--- src/rtl/button_debounce_pulse_if.sv ---
// Button front-end signal bundle: raw pad input towards the debouncer and
// the conditioned level and pulses back to the stopwatch control logic.
interface button_debounce_pulse_if;
    logic btn_in;
    logic press_pulse;
    logic long_pulse;
    logic btn_level;

    modport master (
        output btn_in,
        input  press_pulse,
        input  long_pulse,
        input  btn_level
    );

    modport slave (
        input  btn_in,
        output press_pulse,
        output long_pulse,
        output btn_level
    );
endinterface

--- src/rtl/button_debounce_pulse.sv ---
// Push-button front end: 2-flop synchroniser, press/release debounce FSM,
// one-cycle press pulse and a once-per-press long-hold pulse.
module button_debounce_pulse #(
    parameter int DB_CYCLES   = 400000,
    parameter int LONG_CYCLES = 40000000,
    parameter int CNT_W       = 26
) (
    input  logic                     clk,
    input  logic                     reset,
    button_debounce_pulse_if.slave   btn
);

    typedef enum logic [1:0] {
        RELEASED    = 2'd0,
        PRESS_CHK   = 2'd1,
        PRESSED     = 2'd2,
        RELEASE_CHK = 2'd3
    } state_t;

    localparam logic [CNT_W-1:0] DB_LAST   = CNT_W'(DB_CYCLES - 1);
    localparam logic [CNT_W-1:0] LONG_LAST = CNT_W'(LONG_CYCLES - 1);

    state_t           state;
    logic             s1;
    logic             s2;
    logic [CNT_W-1:0] db_cnt;
    logic [CNT_W-1:0] hold_cnt;
    logic             long_done;

    logic held;
    logic rel_accept;
    logic long_fire;

    // The hold window spans release-bounce checks; a release accepted on the
    // very edge the hold expires wins, so no long pulse follows a release.
    assign held       = (state == PRESSED) || (state == RELEASE_CHK);
    assign rel_accept = (state == RELEASE_CHK) && !s2 && (db_cnt == DB_LAST);
    assign long_fire  = held && !rel_accept && !long_done && (hold_cnt == LONG_LAST);

    // NOTE: every register here, outputs included, updates with non-blocking
    // assignments so all reads in this block see the pre-edge values.
    always_ff @(posedge clk) begin
        if (reset) begin
            s1              <= 1'b0;
            s2              <= 1'b0;
            state           <= RELEASED;
            db_cnt          <= '0;
            hold_cnt        <= '0;
            long_done       <= 1'b0;
            btn.press_pulse <= 1'b0;
            btn.long_pulse  <= 1'b0;
            btn.btn_level   <= 1'b0;
        end else begin
            s1              <= btn.btn_in;
            s2              <= s1;
            btn.press_pulse <= 1'b0;
            btn.long_pulse  <= long_fire;

            if (held && (hold_cnt != LONG_LAST)) begin
                hold_cnt <= hold_cnt + 1'b1;
            end
            if (long_fire) begin
                long_done <= 1'b1;
            end

            case (state)
                RELEASED: begin
                    btn.btn_level <= 1'b0;
                    if (s2) begin
                        state  <= PRESS_CHK;
                        db_cnt <= '0;
                    end
                end

                PRESS_CHK: begin
                    if (!s2) begin
                        state         <= RELEASED;
                        btn.btn_level <= 1'b0;
                    end else if (db_cnt == DB_LAST) begin
                        state           <= PRESSED;
                        hold_cnt        <= '0;
                        long_done       <= 1'b0;
                        btn.press_pulse <= 1'b1;
                        btn.btn_level   <= 1'b1;
                    end else begin
                        db_cnt        <= db_cnt + 1'b1;
                        btn.btn_level <= 1'b0;
                    end
                end

                PRESSED: begin
                    btn.btn_level <= 1'b1;
                    if (!s2) begin
                        state  <= RELEASE_CHK;
                        db_cnt <= '0;
                    end
                end

                RELEASE_CHK: begin
                    if (s2) begin
                        state         <= PRESSED;
                        btn.btn_level <= 1'b1;
                    end else if (db_cnt == DB_LAST) begin
                        state         <= RELEASED;
                        btn.btn_level <= 1'b0;
                    end else begin
                        db_cnt        <= db_cnt + 1'b1;
                        btn.btn_level <= 1'b1;
                    end
                end

                default: begin
                    state         <= RELEASED;
                    db_cnt        <= '0;
                    btn.btn_level <= 1'b0;
                end
            endcase
        end
    end

endmodule

--- src/flat_wrapper.sv ---
// flat-port wrapper written by rule: the top's interface ports become plain ports
module button_debounce_pulse_flat 
#(
    parameter int DB_CYCLES   = 400000,
    parameter int LONG_CYCLES = 40000000,
    parameter int CNT_W       = 26
)
  (clk, reset, btn_btn_in, btn_press_pulse, btn_long_pulse, btn_btn_level);
  button_debounce_pulse_if btn_i ();
  input  logic clk;
  input  logic reset;
  input wire logic [$bits(btn_i.btn_in)-1:0] btn_btn_in;
  output wire logic [$bits(btn_i.press_pulse)-1:0] btn_press_pulse;
  output wire logic [$bits(btn_i.long_pulse)-1:0] btn_long_pulse;
  output wire logic [$bits(btn_i.btn_level)-1:0] btn_btn_level;
  assign btn_i.btn_in = btn_btn_in;
  assign btn_press_pulse = btn_i.press_pulse;
  assign btn_long_pulse = btn_i.long_pulse;
  assign btn_btn_level = btn_i.btn_level;
  button_debounce_pulse #(.DB_CYCLES(DB_CYCLES), .LONG_CYCLES(LONG_CYCLES), .CNT_W(CNT_W)) u_core (.clk(clk), .reset(reset), .btn(btn_i));
endmodule
--- config.mk ---
export PLATFORM = sky130hd
export DESIGN_NAME = button_debounce_pulse_flat
export DESIGN_NICKNAME = d
export VERILOG_FILES = /design/src/rtl/button_debounce_pulse_if.sv /design/src/rtl/button_debounce_pulse.sv /design/src/flat_wrapper.sv
export SDC_FILE = /design/constraint.sdc
export NUM_CORES = 1
export LEC_CHECK = 0
export CORE_MARGIN = 10
export CORE_UTILIZATION = 53
export CTS_CLUSTER_SIZE = 28
export DETAILED_ROUTE_END_ITERATION = 16
export DONT_BUFFER_PORTS = 1
export PLACE_DENSITY = 0.66
export RECOVER_POWER = 25
export SLEW_MARGIN = 20
export SYNTH_ARGS = -nofsm -noshare
export SYNTH_HDL_FRONTEND = slang
export SYNTH_SLANG_ARGS = --single-unit
--- constraint.sdc ---
create_clock -name clk -period 3.3 [get_ports clk]
set_input_delay 0.66 -clock clk [delete_from_list [all_inputs] [get_ports clk]]
set_output_delay 0.66 -clock clk [all_outputs]
set_load 0.1 [all_outputs]
==> out/metrics.sh <==
CTS_BUFFERS=9
CLK_PIN_SLEW_WORST_PATHS_PS=70
SHARE_SEQ_OF_TOTAL_POWER=0.512
CTS_TREE='yes'
ACHIEVABLE-FREQUENCY_MHz=381
GRT.TOTAL_USAGE=0.149
WORSTPATHCELLLIST='nor4b_1, nand4_1, nor3_1, a31o_2, nor2_1'
CRIT_PATH_MAX_DELAY_FAMILY='simple AND/OR/NAND/NOR gates'
NUMBER_OF_ANTENNA_VIOLATIONS_AT_THE_FIRST_CHECK_IN_GLOBAL_ROUTING=0
SYNTH_COMPOUND_GATE_AREA_SHARE=0.174
WORST_EP_REQUIRED_TIME_PS=3510
SYN_NETS=371
SYNTH.MOST_COMMON_CELL='sky130_fd_sc_hd__dfxtp_1'
OUTCOME='finished, final reports clean'
P_COMB_FRAC=0.014
R2R_SLACK_PS=680
FINAL_MIN_PERIOD_OVER_CLOCK_PERIOD=0.795
YOSYS-TOP-CELLS-AREA='sky130_fd_sc_hd__dfxtp_1, sky130_fd_sc_hd__xor2_1, sky130_fd_sc_hd__nand3_1'
SETUP_TNS_PS=0
DR.FIRST_ITER.DRC_COUNT=157
TIMING.HOLD.WORST.START='reset'
ENDPOINT_KIND='flop'
R2R.WORST_PATH.CELLS=5
POST-CTS-SETUP-BUFFER-COUNT=0
HOLD_PATH_END='u_core.db_cnt[6]$_SDFFE_PP0P_'
PRE_CTS_WS_PS=809
HOLDBUFCOUNTCTS=0
CTS.SINK_COUNT=60
VIA_COUNT_OF_THE_FIRST_GLOBAL_ROUTING_PASS=2518
SYNTH_EDF_COUNT=0
ROUTABILITYCONGESTION=0.903
POST_SYNTH_DESIGN_CELL_AREA_UM2=3170
FILLER_CELL_COUNT=549
CRITICAL-PATH-MAX-STAGE-DELAY_PS=600
SYNTHESIZED_AREA_PER_CELL_UM2=8.67
ROUTED_WIRE_LENGTH_PER_INSTANCE_UM=16.1
NUM_ROWS=28
FP.DIEAREA_UM2=9480
CORE-AREA_UM2=5850
TIMING.HOLD.WORST.CLASS='primary input to flop'
FLOORPLAN.INITIALDENSITY=0.543
POWER_FRAC_CLOCK=0.474
SYNTH.CELLS.MOST_FREQUENT='sky130_fd_sc_hd__dfxtp_1, sky130_fd_sc_hd__nor2_1, sky130_fd_sc_hd__nand3_1, sky130_fd_sc_hd__nand2_1'
POST_ROUTE_CELLS_DRIVE_ABOVE_1_SHARE=0.106
H-TREE-DEPTH=3
POWER_mW=1.42
SYNTH_TOP_CELL_BY_AREA='sky130_fd_sc_hd__dfxtp_1'
GRT_FIRST_PASS_WIRELENGTH_UM=12000
ROUTE.DETAILED.VIAS_PER_INST=6.42
START_KIND='flop'
N_ANTENNA_CELL=0
CRITICAL_PATH.SLOWEST_CELL='sky130_fd_sc_hd__a31o_2'
CTS.ROOT.BUFFER_CELL='sky130_fd_sc_hd__clkbuf_8'
FLOORPLAN.DIE.HEIGHT_UM=97.4
DIEWIDTH_UM=97.4
PERIOD_NEEDED_PS=2620
CTS.PATH.MAX_BUFFERS=2
NETSWITCHINGFRACTION=0.213
SYNTH_TOP_FAMILY_BY_AREA='simple AND/OR/NAND/NOR gates'
SYNTH-SIMPLE-AREA-SHARE=0.320
RSZ0062_AT_GRT='false'
RESIZED_AFTER_CTS=0
SETUP_SKEW_PS=4.89
MAX_SLEW.WORST_PIN.SLEW_PS=950
PLACE_AREA_UM2=3200
SETUP.WORST_PATH.CLASS='flop to flop'
DRT_PASS1_ITERATIONS=5
SYN_INST=366
POWER_SWITCHING_mW=0.302
INTERNAL_mW=1.12
SYNTH_SEQ_AREA_SHARE=0.378
CP.ARRIVAL_PS=2830
SLEW-LIMIT-HEADROOM=0.366
FINAL_CRITICAL_PATH_SETUP_SLACK_PS=678
IO_PINS=6
POSTLAYOUTCOREUTIL=0.581
GRT_MAX_DEGREE=27
SYNTH_CELL_TYPE_COUNT=59
TIMING_HOLD_VIOLATIONS_FINAL=0
HOLD_PATH_DEPTH=1
POWER_DENSITY_nW_PER_UM2=418
MAXSLEWVIOLCOUNT=0
SYNTH-ADDER-AREA-SHARE=0.00788
YS_ASYNC_SR_FRACTION=0
POSTLAYOUTCELLAREA_UM2=3400
GRT_OVERFLOW=0
SYNTHESIS.YOSYS.WARNINGS=0
WORSTSKEWPAIRLATENCY_PS=340
P_LEAK_nW=1.17
CRITICAL_PATH.REG2REG.ENDPOINT='u_core.hold_cnt[24]$_SDFF_PP0_'
SYNTH-XOR-AREA-SHARE=0.0662
NUM_VIAS=2842
CRIT_FANOUT=26
REMAINING_DRC_ERRORS=0
SYNTHTOLAYOUTAREAGROWTH_PCT=7.02
DPL_HPWL_UM=4820
REG2REG_FROM='u_core.db_cnt[6]$_SDFFE_PP0P_'
DESIGN.FINAL.NETS=368
YOSYS.AREA.TOP_TYPE_SHARE=0.378
ANTENNA_LEFT=0
PORTBUFFERS=0
SETUP-VIOLATIONS-FINAL=0
MUXSHAREOFSYNTHAREA=0.0126
YOSYS_MOST_USED_DFF='sky130_fd_sc_hd__dfxtp_1'
MAX-CAP-VIOLATIONS=0
SYNTH.FF_LATCH_COUNT=60
WORSTPATHBUFFERINVERTERCOUNT=0
IRDROPWORSTVDD_mV=0.238
ROUTE.FINAL.WIRE_LENGTH_UM=7120
## layout make-up
cell class	count	area, µm²	area share
Clock buffer	12	155	0.0457
Clock inverter	4	47.5	0.0140
Inverter	7	26.3	0.00773
Multi-Input combinational cell	280	1840	0.540
Sequential cell	60	1200	0.354
Tap cell	75	93.8	0.0276
Timing Repair Buffer	5	37.5	0.0110
## power groups by stage
stage / Combinational [mW] / Sequential, mW / Clock, mW
floorplan: 0.0202 / 0.743 / 0
global placement: 0.0201 / 0.744 / 0
detailed placement: 0.0204 / 0.744 / 0
CTS: 0.0205 / 0.727 / 0.691
global route: 0.0224 / 0.727 / 0.716
finish: 0.0202 / 0.727 / 0.672
## routing by layer
| metal | wire length (µm) | up-vias | global-route usage |
|---|---|---|---|
| met5 | 0 | - | 0 |
| met4 | 84 | 0 | 0.0459 |
| met3 | 407 | 16 | 0.0555 |
| met2 | 3040 | 69 | 0.208 |
| met1 | 3590 | 1359 | 0.205 |
| li1 | - | 1398 | - |
## flip-flops by register name, indices dropped and copies added (netlist names), named ones only
name and count:
u_core.btn.btn_level 1, u_core.btn.long_pulse 1, u_core.btn.press_pulse 1, u_core.db_cnt 26, u_core.hold_cnt 26, u_core.long_done 1
u_core.s1 1, u_core.s2 1, u_core.state 1
## cell usage in the layout, fill, tap and decap left out, drive strengths merged, types with 3 or more instances in the layout
cell type	n
dfxtp	60
nor2	32
nand3	25
nand2	21
nand4	18
xor2	18
a21oi	17
and3	13
nor4b	12
or4	12
clkbuf	12
o31ai	11
o21ai	10
nor4	10
nor3	9
inv	7
a21o	7
xnor2	6
and4	6
buf	5
a211o	5
nor2b	4
mux2i	4
or3	4
a31oi	4
nand3b	3
o311ai	3
## worst max-delay path by stage
stage	slack, ps	cells after the start	endpoint	from
after global placement	870	6	u_core.db_cnt[14]$_SDFFE_PP0P_	u_core.db_cnt[0]$_SDFFE_PP0P_
final	680	5	u_core.hold_cnt[24]$_SDFF_PP0_	u_core.db_cnt[6]$_SDFFE_PP0P_
after detailed placement	810	6	u_core.db_cnt[8]$_SDFFE_PP0P_	u_core.db_cnt[0]$_SDFFE_PP0P_
after CTS	770	6	u_core.db_cnt[8]$_SDFFE_PP0P_	u_core.db_cnt[0]$_SDFFE_PP0P_
after global routing	490	5	u_core.hold_cnt[19]$_SDFF_PP0_	u_core.db_cnt[6]$_SDFFE_PP0P_
after floorplan	1170	8	u_core.db_cnt[11]$_SDFFE_PP0P_	u_core.db_cnt[0]$_SDFFE_PP0P_
## through the flow
stage / hold slack [ps] / instances
detailed placement: 429 / 427
global route: 356 / 443
finish: 376 / 443
global placement: 445 / 427
CTS: 367 / 443
floorplan: 414 / 366
## cells by family after synthesis
kind of cell,count (synthesis)
AND/OR/NAND/NOR,175
AO/OA/AOI/OAI,75
flip-flops,60
buffers and inverters,26
XOR/XNOR,24
multiplexers,4
adder cells (fa/ha/maj),2
(Power assumes the default switching activity.)
==> RTL change 1, RTL diff (same flow settings) <==
`CNT_W` is set to 26 in 2 places; all go to 30.
--- a/src/rtl/button_debounce_pulse.sv
+++ b/src/rtl/button_debounce_pulse.sv
@@ -3,7 +3,7 @@
 module button_debounce_pulse #(
     parameter int DB_CYCLES   = 400000,
     parameter int LONG_CYCLES = 40000000,
-    parameter int CNT_W       = 26
+    parameter int CNT_W       = 30
 ) (
     input  logic                     clk,
     input  logic                     reset,
--- a/src/flat_wrapper.sv
+++ b/src/flat_wrapper.sv
@@ -3,7 +3,7 @@
 #(
     parameter int DB_CYCLES   = 400000,
     parameter int LONG_CYCLES = 40000000,
-    parameter int CNT_W       = 26
+    parameter int CNT_W       = 30
 )
   (clk, reset, btn_btn_in, btn_press_pulse, btn_long_pulse, btn_btn_level);
   button_debounce_pulse_if btn_i ();
Check against the original RTL: no difference found for any inputs over 10 cycles, from zero or initial values and one cycle with reset high; that may be too few to reach the edited logic, so the function may still have changed.
==> RTL change 1 against the unedited design <==
Total power up 9.3%; sequential cell count up 8; synthesized area up 3.0%; clock skew up 0.0022 ns; worst setup slack worse by 0.33 ns; clock power up 4.0%; cell area up 4.7%; routed wire length down 4.8%.
==> RTL change 1: results (changes against the unedited design) <==
* Vias at 2792 (-1.8%)
* # fillers at 553 (+0.73%)
* Critical R2R Launch: u_core.db_cnt[10]$_SDFFE_PP0P_
* Met3 Track Usage GR at 0.0328 (-0.0227)
* Fin nets at 413 (+12%)
* R2R Setup Slk at 0.35 ns (-0.33 ns)
* Outcome: finished, final reports clean
* Slowest stage cell, crit path: o31ai_1
* Met2 Usage GRT at 0.231 (+0.0230)
* Register-to-Register Path Depth at 6 (+1)
* Critical R2R Capture: u_core.db_cnt[27]$_SDFFE_PP0P_
* Max Fanout on Critical Path at 16 (-38%)
* Xor and xnor area share after synthesis at 0.0937 (+0.0275)
* Synth Net Count at 408 (+10%)
* Largest regs: u_core.db_cnt: 30 flops, u_core.hold_cnt: 30 flops
* Dpl cell area at 0.00336 mm2 (+5.0%)
* Hold slack at 0.367 ns (-0.00879 ns)
* Mux share of post-synthesis cell area at 0.00918 (-0.00343)
* Most area-consuming cells after synthesis: dfxtp_1 42%, xnor2_1 7.2%, nor2_1 5.4%, nor3_1 4.6%, nand3_1 4.1%
* Vias in the first global route at 2536 (+0.71%)
* Synth unique cells at 46 (-22%)
* Slew @ Worst Pin at 0.944 ns (-0.00606 ns)
* Avg Cell Area, Syn at 8.12 um2 (-6.4%)
* IO buf count at 0 (unchanged)
* First-pass DRT Iterations at 4 (-1)
* Final Non-Filler Cells at 488 (+10%)
* Static leakage at 0.00111 uW (-5.2%)
* CP arrival at 3.18 ns (+0.35 ns)
* Largest net degree at the start of global routing at 31 (+15%)
* GRT met1 Usage at 0.172 (-0.0335)
* CP max stage delay at 0.57 ns (-0.03 ns)
* Gpl congestion at 0.863 (-4.4%)
* VDD IR max at 293 uV (+23%)
* Placed cells at 472 (+11%)
* All-layer global routing usage at 0.144 (-0.00450)
* Layout cells sized above 1 at 0.0775 (-0.0285)
* Synth Area in Adders at 0.00765 (-0.000232)
* Synth top cells by count: 68 x dfxtp_1, 47 x nor2_1, 35 x nand2_1, 30 x nor3_1
* HPWL after detailed placement at 4730 um (-2.0%)
[RTL change 1: changes by cell type in the layout (fill, tap and decap cells not counted), moves of 9 or more]
cell / change
nor3_1: +21
xnor2_1: +21
or3_1: +15
nand2_1: +14
nor2_1: +14
nor4b_1: -10
xor2_1: -10
o31ai_1: -9
or4_1: -9
[RTL change 1: critical path, delay by kind of cell (launching register included)]
family,cells,cell delay [ns]
and+or+nand+nor,4,1.83
AOI/OAI and AO/OA,2,0.64
DFF,1,0.35
[RTL change 1: stage by stage]
stage	power [uW]	utilization	worst slack, ns
after detailed placement	873	0.565	0.376
after floorplan	869	-	0.746
after global routing	1600	0.597	0.0784
after CTS	1560	0.599	0.348
final	1550	0.597	0.350
after global placement	872	0.564	0.450
[RTL change 1: layer usage]
metal,routed length (um),up-vias
met5,0,-
met2,3200,39
met1,3180,1297
li1,-,1440
met3,216,16
met4,185,0
[RTL change 1: how the worst max path moves through the flow]
| stage | to | startpoint |
|---|---|---|
| floorplan | u_core.db_cnt[9]$_SDFFE_PP0P_ | u_core.db_cnt[10]$_SDFFE_PP0P_ |
| global placement | u_core.db_cnt[9]$_SDFFE_PP0P_ | u_core.db_cnt[10]$_SDFFE_PP0P_ |
| detailed placement | u_core.db_cnt[28]$_SDFFE_PP0P_ | u_core.db_cnt[10]$_SDFFE_PP0P_ |
| CTS | u_core.db_cnt[11]$_SDFFE_PP0P_ | u_core.db_cnt[10]$_SDFFE_PP0P_ |
| global route | u_core.db_cnt[11]$_SDFFE_PP0P_ | u_core.db_cnt[9]$_SDFFE_PP0P_ |
| finish | u_core.db_cnt[27]$_SDFFE_PP0P_ | u_core.db_cnt[10]$_SDFFE_PP0P_ |
[RTL change 1: power by group]
part	leakage, uW	total [uW]	switching (uW)	internal [uW]
logic	0.000462	30.7	20.6	10.1
clock network	0.0000983	699	331	368
registers	0.000548	823	1.21	821
[RTL change 1: final cells by class]
| cell class | count | area share |
|---|---|---|
| flip-flops and latches | 68 | 0.383 |
| clock inverters | 6 | 0.0179 |
| well taps | 75 | 0.0264 |
| inverters | 14 | 0.0148 |
| repair buffers | 7 | 0.0137 |
| multi-input cells | 308 | 0.506 |
| clock buffers | 10 | 0.0387 |
[RTL change 1: cells by family (layout without fill, tap and decap cells)]
| family | Yosys count | after routing |
|---|---|---|
| AND/OR/NAND/NOR | 213 | 213 |
| flip-flops | 68 | 68 |
| AO/OA/AOI/OAI | 55 | 55 |
| XOR/XNOR | 35 | 35 |
| buffers and inverters | 27 | 37 |
| multiplexers | 3 | 3 |
| adder cells (fa/ha/maj) | 2 | 2 |
==> RTL change 2, RTL diff (config.mk and constraints unchanged) <==
Without the edit above. Make the reset (`reset`) asynchronous in one clocked block.
--- a/src/rtl/button_debounce_pulse.sv
+++ b/src/rtl/button_debounce_pulse.sv
@@ -39,7 +39,7 @@
 
     // NOTE: every register here, outputs included, updates with non-blocking
     // assignments so all reads in this block see the pre-edge values.
-    always_ff @(posedge clk) begin
+    always_ff @(posedge clk or posedge reset) begin
         if (reset) begin
             s1              <= 1'b0;
             s2              <= 1'b0;
Function: same outputs for any inputs over 10 cycles, from zero or initial values and one cycle with reset high; that may be too few to reach the edited logic, so the function may still have changed.
==> RTL change 2 against the unedited design <==
Cell area increased by 5.7%; sequential share of layout area increased by 6.5 points; routed wire length increased by 9.4%; sequential cell count unchanged; first-iteration DRC count increased by 45%; synthesized area increased by 4.4%; clock skew increased by 0.0035 ns; final cell count decreased by 0.90%; worst setup slack improved by 0.088 ns; via count decreased by 1.2%; highest routed layer unchanged.
Power is not compared: it rests on default switching activity, and its combinational part moved more than twofold at a synthesized area within 25%.
==> RTL change 2: results (changes against the unedited design) <==
* FFs w/ async S/R, synth at 1.00 (+1.00)
* Slowest stage cell, crit path: or4_1
* Register-to-Register Path Depth at 6 (+1)
* First-pass GRT wire length at 13500 um (+12%)
* Largest net degree at the start of global routing at 30 (+11%)
* Synth Area in Adders at 0.00755 (-0.000330)
* Skew final at 0.00835 ns (+0.00346 ns)
* Routed wl met2 at 3390 um (+11%)
* DR WL met3 at 408 um (+0.25%)
* Synth unique cells at 47 (-20%)
* Xor and xnor area share after synthesis at 0.0555 (-0.0107)
* Hold path cells at 0 (-1)
* Worst setup endpoint: u_core.db_cnt[19]$_DFFE_PP0P_
* CP max stage delay at 0.58 ns (-0.02 ns)
* Synth top cells by count: 60 x dfrtp_1, 31 x nand2_1, 29 x nor2_1, 25 x a21oi_1, 18 x nand4_1
* Worst slew margin at 0.220 (-0.146)
* Synth Area in Compound Gates at 0.139 (-0.0356)
* Sequential share of the synthesized area at 0.453 (+0.0748)
* Synth Net Count at 360 (-3.0%)
* Hold slack at 0.351 ns (-0.0248 ns)
* Hold Path End: u_core.s2$_DFF_PP0_
* GRT met1 Usage at 0.233 (+0.0280)
* Gpl congestion at 0.880 (-2.5%)
* # fillers at 534 (-2.7%)
* CP arrival at 2.79 ns (-0.04 ns)
* Layout cells sized above 1 at 0.0852 (-0.0208)
* Routed WL at 7800 um (+9.4%)
* M1 WL at 3900 um (+8.6%)
* Final min period at 2.53 ns (-0.0880 ns)
* HPWL after detailed placement at 5540 um (+15%)
* Placed cells at 423 (-0.94%)
* Final Non-Filler Cells at 439 (-0.90%)
* Most area-consuming cells after synthesis: dfrtp_1 45%, xor2_1 4.0%, a21oi_1 3.8%, nand2_1 3.5%, nand4_1 3.4%
* Avg Cell Area, Syn at 9.33 um2 (+7.6%)
* Met2 Usage GRT at 0.237 (+0.0290)
* Vias at 2807 (-1.2%)
* Mux share of post-synthesis cell area at 0.0185 (+0.00589)
* CTS buffer count at 9 (unchanged)
* Hold_sp: u_core.s1$_DFF_PP0_
* Max Fanout on Critical Path at 20 (-23%)
* Min-Delay Path Class: register to register
* Outcome: finished, final reports clean
* Critical R2R Launch: u_core.db_cnt[20]$_DFFE_PP0P_
* Worst slack at placement at 0.801 ns (-0.00755 ns)
* Dpl cell area at 0.00338 mm2 (+5.5%)
* R2R Setup Slk at 0.77 ns (+0.09 ns)
* Met3 Track Usage GR at 0.0335 (-0.0220)
* Initial DRC Count at 228 (+45%)
* All-layer global routing usage at 0.164 (+0.0148)
[RTL change 2: cell families (layout without fill, tap and decap cells)]
group           after synthesis  in the layout
compound gates               71             71
buf+inv                      22             31
fa+ha+maj                     2              2
flops                        60             60
xor+xnor                     21             21
mux                           6              6
simple gates                173            173
[RTL change 2: area by class of cell]
cell class              instances  area (um2)  share of cell area
clock buffers                  11         141              0.0394
clock inverters                 5        75.1              0.0209
repair buffers                  7        48.8              0.0136
multi-input cells             273        1700               0.474
well taps                      75        93.8              0.0261
inverters                       8        30.0             0.00836
flip-flops and latches         60        1500               0.418
[RTL change 2: power breakdown]
part,internal [uW],switching (uW)
sequential,742,6.94
combinational,14.3,38.9
clock,442,292
total,1200,338
[RTL change 2: worst reg2reg max path, delay by kind of cell, from the launching register on]
kind	cells	cell delay [ns]
AO/OA/AOI/OAI	2	0.56
flip-flops	1	0.46
buffers and inverters	1	0.31
AND/OR/NAND/NOR	3	1.14
